===== config.mk =====
export PLATFORM = sky130hd
export DESIGN_NAME = fk_pipe
export DESIGN_NICKNAME = d
export VERILOG_FILES = /design/src/rtl/fk_pipe.sv
export SDC_FILE = /design/constraint.sdc
export NUM_CORES = 1
export LEC_CHECK = 0
export CAP_MARGIN = 20
export CELL_PAD_IN_SITES_DETAIL_PLACEMENT = 2
export CELL_PAD_IN_SITES_GLOBAL_PLACEMENT = 2
export CORE_MARGIN = 3
export CORE_UTILIZATION = 25
export DETAILED_ROUTE_END_ITERATION = 7
export GPL_TIMING_DRIVEN = 0
export PLACE_DENSITY = 0.81
export SLEW_MARGIN = 0
export SYNTH_ARGS = -nofsm -noshare
export SYNTH_HDL_FRONTEND = slang
export SYNTH_SLANG_ARGS = --single-unit

===== constraint.sdc =====
create_clock -name clk -period 1.65 [get_ports clk]
set_input_delay 0.2475 -clock clk [delete_from_list [all_inputs] [get_ports clk]]
set_output_delay 0.2475 -clock clk [all_outputs]
set_load 0.05 [all_outputs]

===== src/rtl/fk_pipe.sv =====
// fk_pipe: two-stage pipelined S-DES round function (Fk) with valid/ready
// handshakes on both sides.
// Stage 1 registers the E/P-expanded right nibble XORed with the subkey.
// Stage 2 runs the S-boxes and P4, then registers the round result.
// Build option: define FK_SWAP_EN to fold the SW half swap into the output
// ({R, L ^ p4} instead of {L ^ p4, R}).

// S0 lookup: row = {in[3], in[0]}, column = {in[2], in[1]}.
module fk_sbox0 (
    input  logic [3:0] sbox_in,
    output logic [1:0] sbox_out
);
    // Table lookup indexed as {row, column}.
    always_comb begin
        unique case ({sbox_in[3], sbox_in[0], sbox_in[2], sbox_in[1]})
            4'd0:  sbox_out = 2'd1;  4'd1:  sbox_out = 2'd0;
            4'd2:  sbox_out = 2'd3;  4'd3:  sbox_out = 2'd2;
            4'd4:  sbox_out = 2'd3;  4'd5:  sbox_out = 2'd2;
            4'd6:  sbox_out = 2'd1;  4'd7:  sbox_out = 2'd0;
            4'd8:  sbox_out = 2'd0;  4'd9:  sbox_out = 2'd2;
            4'd10: sbox_out = 2'd1;  4'd11: sbox_out = 2'd3;
            4'd12: sbox_out = 2'd3;  4'd13: sbox_out = 2'd1;
            4'd14: sbox_out = 2'd3;  default: sbox_out = 2'd2;
        endcase
    end
endmodule

// S1 lookup: row = {in[3], in[0]}, column = {in[2], in[1]}.
module fk_sbox1 (
    input  logic [3:0] sbox_in,
    output logic [1:0] sbox_out
);
    // Table lookup indexed as {row, column}.
    always_comb begin
        unique case ({sbox_in[3], sbox_in[0], sbox_in[2], sbox_in[1]})
            4'd0:  sbox_out = 2'd0;  4'd1:  sbox_out = 2'd1;
            4'd2:  sbox_out = 2'd2;  4'd3:  sbox_out = 2'd3;
            4'd4:  sbox_out = 2'd2;  4'd5:  sbox_out = 2'd0;
            4'd6:  sbox_out = 2'd1;  4'd7:  sbox_out = 2'd3;
            4'd8:  sbox_out = 2'd3;  4'd9:  sbox_out = 2'd0;
            4'd10: sbox_out = 2'd1;  4'd11: sbox_out = 2'd0;
            4'd12: sbox_out = 2'd2;  4'd13: sbox_out = 2'd1;
            4'd14: sbox_out = 2'd0;  default: sbox_out = 2'd3;
        endcase
    end
endmodule

module fk_pipe (
    input  logic       clk,
    input  logic       rst,
    input  logic       in_valid,
    output logic       in_ready,
    input  logic [7:0] data_in,
    input  logic [7:0] subkey,
    output logic       out_valid,
    input  logic       out_ready,
    output logic [7:0] data_out,
    output logic       busy
);
    logic       s1_valid_q, s1_valid_d;
    logic [7:0] x_q, x_d;
    logic [3:0] l_q, l_d;
    logic [3:0] r_q, r_d;
    logic       s2_valid_q, s2_valid_d;
    logic [7:0] data_out_q, data_out_d;

    logic       adv1, adv2;
    logic [3:0] r_in;
    logic [7:0] ep;
    logic [1:0] s0, s1;
    logic [3:0] p4;
    logic [3:0] l_new;

    assign adv2 = !s2_valid_q || out_ready;
    assign adv1 = !s1_valid_q || adv2;

    assign r_in = data_in[3:0];
    // r1 is R[3], r4 is R[0]: ep = {r4, r1, r2, r3, r2, r3, r4, r1}.
    assign ep = {r_in[0], r_in[3], r_in[2], r_in[1], r_in[2], r_in[1], r_in[0], r_in[3]};

    fk_sbox0 u_sbox0 (.sbox_in(x_q[7:4]), .sbox_out(s0));
    fk_sbox1 u_sbox1 (.sbox_in(x_q[3:0]), .sbox_out(s1));

    // b = {s0[1], s0[0], s1[1], s1[0]}, p4 = {b2, b4, b3, b1}.
    assign p4    = {s0[0], s1[0], s1[1], s0[1]};
    assign l_new = l_q ^ p4;

    // Next-state for both stages; data only loads on a real transfer so the
    // registers keep their reset zeros until a valid word arrives.
    always_comb begin
        s1_valid_d = s1_valid_q;
        x_d        = x_q;
        l_d        = l_q;
        r_d        = r_q;
        s2_valid_d = s2_valid_q;
        data_out_d = data_out_q;
        if (adv1) begin
            s1_valid_d = in_valid;
            if (in_valid) begin
                x_d = ep ^ subkey;
                l_d = data_in[7:4];
                r_d = r_in;
            end
        end
        if (adv2) begin
            s2_valid_d = s1_valid_q;
            if (s1_valid_q) begin
`ifdef FK_SWAP_EN
                data_out_d = {r_q, l_new};
`else
                data_out_d = {l_new, r_q};
`endif
            end
        end
    end

    // Pipeline registers with synchronous reset; reset drops in-flight words.
    always_ff @(posedge clk) begin
        if (rst) begin
            s1_valid_q <= 1'b0;
            x_q        <= 8'h00;
            l_q        <= 4'h0;
            r_q        <= 4'h0;
            s2_valid_q <= 1'b0;
            data_out_q <= 8'h00;
        end else begin
            s1_valid_q <= s1_valid_d;
            x_q        <= x_d;
            l_q        <= l_d;
            r_q        <= r_d;
            s2_valid_q <= s2_valid_d;
            data_out_q <= data_out_d;
        end
    end

    assign in_ready  = adv1;
    assign out_valid = s2_valid_q;
    assign data_out  = data_out_q;
    assign busy      = s1_valid_q | s2_valid_q;
endmodule


==> impl_metrics.py <==
metrics = {
    "setup_path": {
        "reg2reg_depth": 7,
        "slowest_delay_ns": 0.35,
        "cp_max_fo": 6,
        "cp_slowest_cell": "dfxtp_2",
        "end_kind": "register",
        "crit_type": "reg2reg",
        "start_kind": "register",
        "path_cells": "nand3b_1 -> and2_4 -> buf_8 -> a211o_4 -> ha_4 -> a21oi_2 -> a22oi_2",
        "cp.depth": 7,
        "cp.buffers_inverters": 1,
        "path_delay_family": "compound AO/OA/AOI/OAI gates",
        "critPathRequiredTime_ns": 1.83,
        "crit_arrival_ns": 1.94,
    },
    "drt": {
        "wl_mm": 4.143,
        "route.detailed.drc": 0,
        "final_antenna_net_count": 0,
        "viasPerCell": 4.492,
        "drt-initial-drc-count": 46,
        "first_pass_iters": 4,
        "vias": 1141,
        "wl_per_cell_um": 16.31,
    },
    "sta": {
        "hold_viol": 0,
        "fin_worst_skew_ns": 0.006254,
        "fmax_mhz": 567.5,
        "worstMarginPinSlew_ns": 0.4925,
        "max_slew_margin_pct": 67.30,
        "layout_min_cycle_time_ns": 1.762,
        "maxSlewViolCount": 0,
        "min_period_over_period_pct": 106.8,
        "grt_setup_unrepaired": "true",
        "setup_tns_ns": -0.2185,
        "finalWorstSetupSlack_ns": -0.1120,
        "setup_viol": 3,
    },
    "cts": {
        "numCtsBuffers": 5,
        "clkTransAtPathRegs_ns": 0.07,
        "clk_latency_ns": 0.29,
        "clock_sinks": 30,
        "htreeDepth": 2,
        "cts_tree": "done",
        "cts_root_buf": "clkbuf_8",
        "hold_buffers": 0,
        "clk_path_buf_depth": 2,
    },
    "hold_path": {
        "whs_path_depth": 2,
        "hold_path.class": "in2reg",
    },
    "global_route": {
        "grt_pass1_wl_mm": 6.430,
        "antenna_found_initial": 0,
        "grt_pass1_vias": 1289,
        "grt_usage_pct": 14.08,
        "grt_max_degree": 11,
        "globalRoute.totalOverflow": 0,
    },
    "synthesis": {
        "synthArstFlopShare_pct": 0,
        "synth_area_leader_cell": "dfxtp_1",
        "synth_warnings": 0,
        "yosys_register_bits": 30,
        "synth_nets": 160,
        "synth_cells": 139,
        "yosysMostFrequentCell": "dfxtp_1",
        "synth_ff_type": "dfxtp_1",
        "synth_cell_types": 27,
        "netlist_top_cells_count": "dfxtp_1 (30), a21oi_1 (23), nand2_1 (17)",
        "yosys.area.top_type_share_pct": 47.15,
        "ys_top_cells_by_area": "dfxtp_1 (47%), xnor2_1 (9.6%), a21oi_1 (9.0%)",
        "synth_edf_count": 0,
        "syn_avg_cell_area_um2": 9.163,
        "synth.cell_area_um2": 1274,
        "seq_area_frac_synth_pct": 47.15,
    },
    "job": {
        "drv_cap": 0,
    },
    "power": {
        "power_frac_seq_pct": 43.8,
        "p_sw_w": 0.0005472,
        "p_sw_share_pct": 29.57,
        "peakVddDrop_mv": 0.3840,
        "leakagePower_nw": 0.7768,
        "internal_power_w": 0.001303,
        "clkPwrFrac_pct": 34.1,
        "p_per_area_nw_per_um2": 972.4,
        "power_frac_comb_pct": 22.1,
    },
    "cells_and_area": {
        "final_nets": 207,
        "ff_latch_area_um2": 605.6,
        "fillCellCount": 537,
        "syn_to_final_growth_pct": 49.41,
        "multi_input_area_um2": 679.4,
        "antennaDiodeCount": 0,
        "drive_gt1_share_pct": 22.99,
    },
    "floorplanning": {
        "die-area_um2": 5988,
        "fp.coreArea_um2": 4817,
        "die_w_um": 77.38,
        "row_count": 25,
        "ios": 31,
        "die_y_um": 77.38,
        "initial_core_util_pct": 26.44,
    },
    "status": {
        "violations": "negative setup slack",
        "status": "complete, but fails checks",
    },
    "placed_design": {
        "post-dp-hpwl_mm": 2.820,
        "gp_congestion": 0.7765,
        "portBuffers": 29,
        "pre_cts_ws_ns": -0.7234,
    },
}
==> through the flow <==
stage / power (W) / cells / hold WS (ns) / instance area (um^2) / utilization, %
global route: 0.001942 / 254 / 0.3757 / 1903 / 39.51
CTS: 0.001816 / 250 / 0.4432 / 1834 / 38.08
floorplan: 0.001043 / 139 / 0.3835 / 1286 / -
global placement: 0.001149 / 235 / 0.4484 / 1660 / 34.47
finish: 0.001851 / 254 / 0.3683 / 1903 / 39.51
detailed placement: 0.001174 / 235 / 0.4598 / 1660 / 34.47
==> placed cells by master (no fill, tap or decap), types with 2 or more instances in the layout <==
master	netlist	final
dfxtp_1	30	28
clkbuf_2	0	2
a21oi_1	23	22
clkbuf_1	4	2
buf_6	1	4
xnor2_1	14	14
buf_2	2	2
o21ai_0	2	2
nand2_1	17	17
a211oi_4	2	4
clkbuf_8	0	6
inv_1	6	6
buf_4	0	9
mux2i_1	4	4
dlygate4sd2_1	0	10
nor2_1	14	14
clkdlybuf4s50_1	0	17
a211oi_2	4	3
==> worst reg2reg max path, cell delays in order, from the launching register on <==
cell and delay (ns):
dfxtp_2 0.35, nand3b_1 0.18, and2_4 0.24, buf_8 0.13, a211o_4 0.35, ha_4 0.17
a21oi_2 0.14, a22oi_2 0.09
==> layout make-up <==
| class | count | area share (%) |
|---|---|---|
| plain buffers | 7 | 2.696 |
| clock buffers | 7 | 4.536 |
| clock inverters | 1 | 0.2630 |
| inverters | 6 | 1.183 |
| multi-input cells | 95 | 35.70 |
| flip-flops and latches | 30 | 31.82 |
| well taps | 67 | 4.405 |
| repair buffers | 41 | 19.40 |
==> power by group through the flow <==
| stage | clock (W) | sequential [W] | combinational, W |
|---|---|---|---|
| 2_1_floorplan | 0 | 0.000856 | 0.000187 |
| 3_3_place_gp | 0 | 0.000823 | 0.000326 |
| 3_5_place_dp | 0 | 0.000825 | 0.000348 |
| 4_1_cts | 0.000635 | 0.000809 | 0.000373 |
| 5_1_grt | 0.000682 | 0.000818 | 0.000441 |
| 6_report | 0.000631 | 0.000811 | 0.000409 |
==> routing by layer <==
metal  routed length, um  vias up  track usage (%)
li1                    -      552                -
met1                1595      550            13.79
met2                2307       31            26.68
met3                 178        8            5.104
met4                  62        0            5.338
met5                   0        -                0
==> path summary, 6_finish.rpt <==
| check | start | to | slack, ns |
|---|---|---|---|
| min reg2reg | r_q[1] | r_q[1] | 0.47 |
| max reg2reg | s1_valid_q | u_sbox1.sbox_out[1] | -0.11 |
| min | rst | x_q[3] | 0.37 |
| max | s1_valid_q | u_sbox1.sbox_out[1] | -0.11 |
==> timing repair <==
| item | in CTS | in global routing |
|---|---|---|
| gates resized for setup | 31 | 11 |
| setup endpoints to repair | 21 | 15 |
| setup buffers | 8 | 4 |
| pin swaps | 12 | 8 |
==> flip-flops by register name, summed over array words and instances (netlist names) <==
signal,flops
x_q,8
data_out,8
l_q,4
out_valid,1
r_q,4
u_sbox1.sbox_out,2
u_sbox0.sbox_out,2
s1_valid_q,1
==> kinds of logic (layout without fill, tap and decap cells) <==
logic type	count (synthesis)	after routing	synth area share (%)
compound gates	38	38	21.12
buf+inv	14	62	4.911
fa+ha+maj	1	1	0.9822
mux	4	4	3.144
simple gates	38	38	13.07
flops	30	30	47.15
xor+xnor	14	14	9.627
(Power assumes the default switching activity.)
